`config.mk`:
```
export PLATFORM = sky130hd
export DESIGN_NAME = phys_reg_free_list
export DESIGN_NICKNAME = d
export VERILOG_FILES = /design/src/rtl/phys_reg_free_list_pkg.sv /design/src/rtl/phys_reg_free_list_fl_ptr.sv /design/src/rtl/phys_reg_free_list.sv
export SDC_FILE = /design/constraint.sdc
export NUM_CORES = 1
export LEC_CHECK = 0
export CAP_MARGIN = 20
export CORE_AREA = 2 2 203 155
export CTS_CLUSTER_DIAMETER = 40
export DETAILED_ROUTE_END_ITERATION = 16
export DIE_AREA = 0 0 205 157
export MAX_ROUTING_LAYER = met4
export SYNTH_ARGS = -nofsm -noshare
export SYNTH_HDL_FRONTEND = slang
export SYNTH_SLANG_ARGS = --single-unit
```
`constraint.sdc`:
```
create_clock -name clk_i -period 2.93 [get_ports clk_i]
set_input_delay 0.586 -clock clk_i [delete_from_list [all_inputs] [get_ports clk_i]]
set_output_delay 0.586 -clock clk_i [all_outputs]
set_load 0.01 [all_outputs]
```
`src/rtl/phys_reg_free_list_pkg.sv`:
```
// Shared types and sizing for the rename-stage physical register free list.
// Free-list depth is the physical registers left over after architectural mapping.
package phys_reg_free_list_pkg;

    localparam int unsigned WIDTH    = 6;
    localparam int unsigned DEPTH    = 1 << WIDTH;
    localparam int unsigned NUM_ARCH = 32;
    localparam int unsigned FL_DEPTH = DEPTH - NUM_ARCH;
    localparam int unsigned FL_IDX_W = $clog2(FL_DEPTH);
    localparam int unsigned FL_PTR_W = FL_IDX_W + 1;

    typedef logic [WIDTH-1:0]    preg_idx_t;
    typedef logic [FL_IDX_W-1:0] fl_idx_t;
    typedef logic [FL_PTR_W-1:0] fl_ptr_t;

endpackage

```
`src/rtl/phys_reg_free_list_fl_ptr.sv`:
```
// Free-list pointer register: increment, load from snapshot, natural wrap.
// The MSB is the wrap bit; arithmetic simply overflows at the pointer width.
module fl_ptr
    import phys_reg_free_list_pkg::*;
#(
    parameter int unsigned W       = FL_PTR_W,
    parameter logic [W-1:0] RST_VAL = '0
) (
    input  logic         clk_i,
    input  logic         rst_ni,
    input  logic         inc_i,
    input  logic         load_i,
    input  logic [W-1:0] load_val_i,
    output logic [W-1:0] ptr_o
);

    always_ff @(posedge clk_i or negedge rst_ni) begin
        if (!rst_ni) begin
            ptr_o <= RST_VAL;
        end else if (load_i) begin
            ptr_o <= load_val_i;
        end else if (inc_i) begin
            ptr_o <= ptr_o + W'(1);
        end
    end

endmodule

```
`src/rtl/phys_reg_free_list.sv`:
```
// Circular free list of physical register indices with one head checkpoint.
// Optional duplicate-release check: define PHYS_FREE_LIST_DUPCHK_EN.
module phys_reg_free_list
    import phys_reg_free_list_pkg::*;
(
    input  logic                clk_i,
    input  logic                rst_ni,
    input  logic                alloc_req_i,
    output logic                alloc_valid_o,
    output logic [WIDTH-1:0]    alloc_idx_o,
    input  logic                rel_valid_i,
    input  logic [WIDTH-1:0]    rel_idx_i,
    input  logic                ckpt_i,
    input  logic                restore_i,
    output logic [FL_PTR_W-1:0] count_o,
    output logic                overflow_o
);

    preg_idx_t mem [FL_DEPTH];
    fl_ptr_t   head;
    fl_ptr_t   tail;
    fl_ptr_t   ckpt_head;
    logic      empty;
    logic      full;
    logic      alloc_fire;
    logic      rel_fire;
    logic      rel_dup;

    assign count_o       = tail - head;
    assign empty         = (count_o == '0);
    assign full          = (count_o == FL_PTR_W'(FL_DEPTH));
    assign alloc_valid_o = !empty;
    assign alloc_idx_o   = mem[head[FL_IDX_W-1:0]];

    // Restore takes the head path, so a same-cycle alloc must not also advance it.
    assign alloc_fire = alloc_req_i && !empty && !restore_i;
    assign rel_fire   = rel_valid_i && !full && !rel_dup;

    fl_ptr #(
        .W       (FL_PTR_W),
        .RST_VAL ('0)
    ) u_head (
        .clk_i      (clk_i),
        .rst_ni     (rst_ni),
        .inc_i      (alloc_fire),
        .load_i     (restore_i),
        .load_val_i (ckpt_head),
        .ptr_o      (head)
    );

    fl_ptr #(
        .W       (FL_PTR_W),
        .RST_VAL (FL_PTR_W'(FL_DEPTH))
    ) u_tail (
        .clk_i      (clk_i),
        .rst_ni     (rst_ni),
        .inc_i      (rel_fire),
        .load_i     (1'b0),
        .load_val_i ('0),
        .ptr_o      (tail)
    );

    always_ff @(posedge clk_i or negedge rst_ni) begin
        if (!rst_ni) begin
            for (int unsigned i = 0; i < FL_DEPTH; i++) begin
                mem[i] <= preg_idx_t'(NUM_ARCH + i);
            end
        end else if (rel_fire) begin
            mem[tail[FL_IDX_W-1:0]] <= rel_idx_i;
        end
    end

    always_ff @(posedge clk_i or negedge rst_ni) begin
        if (!rst_ni) begin
            ckpt_head  <= '0;
            overflow_o <= 1'b0;
        end else begin
            if (ckpt_i && !restore_i) begin
                ckpt_head <= head;
            end
            if (rel_valid_i && (full || rel_dup)) begin
                overflow_o <= 1'b1;
            end
        end
    end

`ifdef PHYS_FREE_LIST_DUPCHK_EN
    logic [DEPTH-1:0] in_list;
    logic [DEPTH-1:0] alloc_clr;
    logic [DEPTH-1:0] rel_set;
    logic [DEPTH-1:0] restore_set;
    fl_ptr_t          walk_len;
    fl_idx_t          walk_idx;

    assign rel_dup   = rel_valid_i && in_list[rel_idx_i];
    assign alloc_clr = alloc_fire ? (DEPTH'(1) << alloc_idx_o) : '0;
    assign rel_set   = rel_fire ? (DEPTH'(1) << rel_idx_i) : '0;

    // Entries in [ckpt_head, head) are the ones a restore hands back to the list.
    always_comb begin
        restore_set = '0;
        walk_len    = head - ckpt_head;
        walk_idx    = '0;
        for (int unsigned i = 0; i < FL_DEPTH; i++) begin
            walk_idx = ckpt_head[FL_IDX_W-1:0] + FL_IDX_W'(i);
            if (restore_i && (FL_PTR_W'(i) < walk_len)) begin
                restore_set[mem[walk_idx]] = 1'b1;
            end
        end
    end

    always_ff @(posedge clk_i or negedge rst_ni) begin
        if (!rst_ni) begin
            for (int unsigned i = 0; i < DEPTH; i++) begin
                in_list[i] <= (i >= NUM_ARCH);
            end
        end else begin
            in_list <= (in_list & ~alloc_clr) | rel_set | restore_set;
        end
    end
`else
    assign rel_dup = 1'b0;
`endif

endmodule

```
---- After elaboration in Yosys (flattened, before gate mapping) ----
Index checks and enable logic that the tools add are counted.
word-level totals
  register bits ........................... 211
  bits in latches ......................... 0
  RAM bits ................................ 0
  ROM bits ................................ 0
  bits of input ports ..................... 12
  output and inout bits ................... 14
  word-level logic and storage cells ...... 64
  memories ................................ 0
cells by class
  add/subtract/negate cells ............... 3
  $mul .................................... 0
  div/mod/pow operators ................... 0
  magnitude comparators ................... 3
  equality and inequality tests ........... 1
  shifts and indexed selects .............. 0
  muxes and demuxes ....................... 8
  bitwise logic cells ..................... 2
  reductions and logical operators ........ 11
operators with widths
  kind                                                                   count
  192-bit bitwise mux                                                    1
  6-bit binary-select mux with 5-bit select                              1
  6-bit demux with 5-bit select                                          1
  6-bit two-way mux                                                      5
  6-bit by 1-bit adder with 6-bit output (second input constant)         2
  6-bit greater-or-equal comparator (second input constant)              2
  5-bit NOT with 6-bit output                                            2
  6-bit equality test (second input constant)                            1
  1-bit logical AND                                                      6
  6-bit logical NOT                                                      1
  6-bit by 1-bit < comparator with 1-bit output (second input constant)  1
  6-bit subtractor                                                       1
  1-bit logical NOT                                                      3
  2-bit nonzero test                                                     1

---- Longest topological paths before layout ----
  depth after elaboration ................. 7
  mapped depth ............................ 12
  gate-level depth less buffers ........... 9

---- Cells and area by module ----
Synthesis repeated with hierarchy kept, for this count alone.
second synthesis, totals
  cells, all modules ...................... 698
  area total of the unflattened synthesis .. 10427.5 um2
modules (own cells, without submodules)
  module              times used  cells an instance  area an instance (um2)
  phys_reg_free_list  1           630                9773.1
  fl_ptr (u_tail)     1           34                 327.8
  fl_ptr (u_head)     1           34                 326.6

---- Least setup slack after synthesis ----
Ideal clock, no wire load.
  path type ............................... register to register
  from .................................... reg u_head.ptr_o[2]
  to ...................................... reg mem[100] in the netlist's numbering
  library setup time ...................... 0.128 ns
  data arrival time ....................... 3.150 ns
  setup slack ............................. -0.347 ns
  stages on the path, launching flop included .. 13
  period minus slack after synthesis ...... 3.277 ns
  path through ............................ dfrtp_1 > clkbuf_1 > clkbuf_1 > inv_1 > ha_1 > xnor2_1 > nor4_1 > mux2i_1 > a211oi_2 > buf_4 > buf_8 > nor3_4 > mux2_1
on the way
  word-level cells in the longest chain between the ends .. 4
RTL lines
  what                             RTL line                         RTL
  from (decl)                      phys_reg_free_list_fl_ptr.sv:14  output logic [W-1:0] ptr_o
  from (signal assigned)           phys_reg_free_list_fl_ptr.sv:21  ptr_o <= load_val_i;
  from (signal assigned)           phys_reg_free_list_fl_ptr.sv:23  ptr_o <= ptr_o + W'(1);
  6-bit subtractor                 phys_reg_free_list.sv:29         assign count_o = tail - head;
  net count_o[2]                   phys_reg_free_list.sv:15         output logic [FL_PTR_W-1:0] count_o,
  6-bit equality test              phys_reg_free_list.sv:31         assign full = (count_o == FL_PTR_W'(FL_DEPTH));
  1-bit logical NOT                phys_reg_free_list.sv:37         assign rel_fire = rel_valid_i && !full && !rel_dup;
  1-bit logical AND                phys_reg_free_list.sv:37
  to (signal, indexed assignment)  phys_reg_free_list.sv:66         mem[i] <= preg_idx_t'(NUM_ARCH + i);
  to (signal, indexed assignment)  phys_reg_free_list.sv:69         mem[tail[FL_IDX_W-1:0]] <= rel_idx_i;
  to (decl)                        phys_reg_free_list.sv:19         preg_idx_t mem [FL_DEPTH];
The timed path passes the listed nets, and every way through them passes these cells.
A chain may end at the register's enable or synchronous reset.

---- Worst setup path in the final report ----
  from .................................... reg u_head.ptr_o[0]
  to ...................................... out alloc_idx_o[4]
on the way
  word-level cells in the longest chain between the ends .. 4
RTL lines
  what                                                   RTL line                  RTL
  5-bit NOT with 6-bit output (not written as such)      phys_reg_free_list.sv:33  assign alloc_idx_o = mem[head[FL_IDX_W-1:0]];
  6-bit binary-select mux with 5-bit select              phys_reg_free_list.sv:33
  6-bit two-way mux (not written as such) (2 in series)  phys_reg_free_list.sv:33
  to (decl)                                              phys_reg_free_list.sv:10  output logic [WIDTH-1:0] alloc_idx_o,
Every way passes these cells. The select of a mux whose other input is x is not followed.

==> impl_metrics.py <==
metrics = {
    "critical_path": {
        "critPathBufInv": 4,
        "end_kind": "output pin",
        "crit_family": "multiplexers",
        "cp_data_required_time_ns": 2.34,
        "worstPathCellList": "buf_4 -> buf_12 -> buf_12 -> mux4_2 -> mux4_2 -> nand2_1 -> nand2_2 -> buf_6",
        "cp-start-kind": "flip-flop",
        "crit_arrival_ns": 2.69,
        "cp_max_fo": 11,
        "slowest_delay_ns": 0.50,
        "worstSetupPathType": "flip-flop to output pin",
        "critPathLaunch": "u_head.ptr_o[0]$_DFFE_PN0P_",
        "worstReg2RegStart": "u_head.ptr_o[0]$_DFFE_PN0P_",
        "cp_slowest_cell": "dfrtp_4",
    },
    "cells_and_area": {
        "fillCellCount": 2614,
        "nets": 809,
        "utilization": 0.461,
        "stdcell_area_um2": 13800,
        "area_growth_pct": 33.0,
        "drive_gt1_frac": 0.651,
        "antenna_cells": 0,
    },
    "placement": {
        "io_buffers": 25,
        "place_area_um2": 11500,
        "hpwl_um": 16300,
        "place_congestion": 0.768,
    },
    "grt": {
        "grt_use_met3": 0.0393,
        "grt_pass1_wl_um": 41400,
        "grt.busiest_layer": "met1",
        "grt_max_degree": 75,
        "antenna_found_initial": 0,
        "grt-ovfl-total": 0,
        "grt_pass1_vias": 6596,
        "met1_usage": 0.259,
        "grt_usage": 0.175,
        "use_met2": 0.248,
    },
    "floorplan": {
        "die-area_um2": 32200,
        "design.core.area_um2": 30000,
        "chipHeight_um": 157,
        "die_w_um": 205,
        "start_util": 0.346,
        "ios": 26,
        "rows": 55,
    },
    "clock_tree": {
        "cts_tree": "built",
        "clk_latency_ns": 0.53,
        "cts_root_buffer": "clkbuf_16",
        "clk_pin_slew_worst_paths_ns": 0.07,
        "clock-sinks": 211,
        "cts_made_buffers": 26,
        "cts.path.max_buffers": 3,
        "htreeDepth": 1,
    },
    "logic_synthesis": {
        "synth_fp_nets": 696,
        "synth_top_cell_by_area": "dfstp_2",
        "synth_ff_type": "dfstp_2",
        "netlist.area_leader.share": 0.286,
        "synthArstFlopShare": 1.00,
        "synth.area.top_cells": "dfstp_2 (29%), dfrtp_1 (24%), mux2_1 (21%), mux4_2 (13%), nor3_4 (2.2%)",
        "avgSynthCellArea_um2": 15.4,
        "syn_area_um2": 10400,
        "seq_area_frac_synth": 0.521,
        "synth_edf_count": 0,
        "postSynthCellCount": 673,
        "synth.distinct_cells": 49,
        "yosys_warnings": 0,
        "ys_ff_latch": 211,
    },
    "drt": {
        "viasPerCell": 5.30,
        "drc": 0,
        "ant_nets": 0,
        "wl_per_cell_um": 22.7,
        "dr_total_vias": 6381,
        "finalWirelength_um": 27400,
        "first_iter_violations": 364,
        "dr.pass1.iters": 4,
    },
    "sta": {
        "hold_viol_final": 0,
        "drv_slew": 0,
        "rsz0062_at_grt": "true",
        "setup_ws_ns": -0.346,
        "fmax_mhz": 305,
        "finalCriticalPeriod_ns": 3.28,
        "min_period_over_period": 1.12,
        "max_slew_margin": 0.653,
        "worst_pin_slew_ns": 0.519,
        "finClkSkew_ns": 0.0142,
        "finalSetupViolations": 183,
    },
    "power": {
        "peakVddDrop_uv": 466,
        "finalPower_mw": 16.8,
        "power.density_nw_per_um2": 1220,
        "leakagePower_nw": 5.68,
    },
    "job": {
        "max_cap_violations": 0,
    },
    "run_status": {
        "violations": "setup timing",
        "status": "finished with violations",
    },
    "min_path": {
        "hold_class": "primary input to asynchronous set/reset pin",
    },
}
-- per-layer routing --
layer  vias to the layer above  share of wire  wire length, um
met3                        41          0.063             1730
met4                         0          0.017              478
li1                       2756              -                -
met5                         -              0                0
met2                       153           0.43            11900
met1                      3431           0.49            13300
-- sequential cells by signal, summed over array words and instances, names as in the netlist --
name and count:
overflow_o 1, u_tail.ptr_o 6, u_head.ptr_o 6, mem 192
ckpt_head 6
-- cells by family after synthesis --
logic type / synth area share
AO/OA/AOI/OAI: 0.0177
flip-flops: 0.521
buffers and inverters: 0.0226
AND/OR/NAND/NOR: 0.0719
multiplexers: 0.343
XOR/XNOR: 0.00927
adder cells (fa/ha/maj): 0.0140
-- cells in the final DEF, fill, tap and decap left out, types with 3 or more instances in the layout --
cell type,synthesis,routed
nor3_4,14,32
ha_4,0,3
buf_4,1,51
buf_12,0,25
buf_6,1,30
dfrtp_1,98,96
buf_2,5,3
clkinvlp_4,0,3
mux2_1,195,79
mux2_4,0,116
or3_1,3,3
inv_6,0,5
nor2_1,10,9
clkbuf_8,0,4
ha_1,10,7
mux4_2,60,60
inv_1,8,7
xor2_1,7,6
nand3_1,5,5
o21ai_1,4,4
inv_2,3,4
dfstp_2,113,113
nand2_2,0,14
clkinv_4,0,4
clkbuf_16,0,27
or4_1,3,3
a21oi_1,4,3
inv_8,0,3
nand2_1,38,23
clkdlybuf4s50_1,0,13
buf_8,1,3
-- worst register-to-register path: cells and delay by family, from the launching register on --
| kind | cells | cell delay [ns] |
|---|---|---|
| buffers and inverters | 5 | 0.78 |
| adders and majority gates | 2 | 0.57 |
| DFF | 1 | 0.54 |
| muxes | 2 | 0.48 |
| and+or+nand+nor | 2 | 0.39 |
| xor gates and xnor gates | 1 | 0.25 |
| AOI/OAI and AO/OA | 1 | 0.04 |
-- power by group --
part           total (mW)  switching, mW  internal [mW]
Sequential           5.45          0.727           4.72
Combinational        7.99           3.58           4.41
Clock                3.38           1.40           1.98
-- metrics by stage --
stage / worst slack, ns / hold WS, ns / instances / setup TNS (ns)
floorplan: 0.00238 / 0.290 / 673 / 0
global placement: -0.231 / 0.461 / 1104 / -26.96
detailed placement: -0.282 / 0.457 / 1104 / -36.39
CTS: -0.363 / 0.0168 / 1188 / -33.77
global route: -0.420 / 0.0253 / 1205 / -44.68
finish: -0.346 / 0.00999 / 1205 / -21.44
-- worst paths after layout --
| kind | cells past startpoint | end | slack [ns] |
|---|---|---|---|
| setup reg to reg | 13 | mem[75]$_DFFE_PN0P_ | -0.24 |
| hold reg to reg | 1 | overflow_o$_DFFE_PN0P_ | 0.47 |
| min in group clk_i | 1 | overflow_o$_DFFE_PN0P_ | 0.47 |
| hold / removal | 1 | u_head.ptr_o[4]$_DFFE_PN0P_ | 0.01 |
| setup / recovery | 8 | alloc_idx_o[4] | -0.35 |
| max in group asynchronous | 2 | mem[179]$_DFFE_PN1P_ | 2.12 |
-- repair_timing --
item | CTS | global route
setup buffers | 32 | 27
endpoints found under the setup margin | 206 | 212
hold buffers | 0 | 0
cloned | 4 | 0
gates resized for setup | 137 | 118
pin swaps | 42 | 28
-- area by class of cell --
class                      count  area, um^2  area share
sequential                   211        5430       0.392
clock buffer                  30         717      0.0518
multi-input combinational    407        5500       0.398
timing repair buffer         128        1440       0.104
tap                          399         499      0.0361
inverter                      12        45.0     0.00326
clock inverter                18         200      0.0145
-- Yosys cell counts, types with 2 or more instances --
library cell / instances
dfstp_2: 113
or4_1: 3
clkbuf_1: 33
inv_1: 8
nor3_4: 14
nor3_2: 18
inv_2: 3
nand3_1: 5
nor2_1: 10
o21ai_0: 2
buf_1: 2
xor2_1: 7
nor4_1: 2
nand2_1: 38
dfrtp_1: 98
ha_1: 10
nor3_1: 2
mux2_1: 195
o211ai_1: 2
mux4_2: 60
o21ai_1: 4
nand2b_1: 3
a21oi_1: 4
mux2i_1: 2
buf_2: 5
or3_1: 3
xnor2_1: 4
or2_2: 2
No activity file was read; power rests on OpenSTA's default activity.
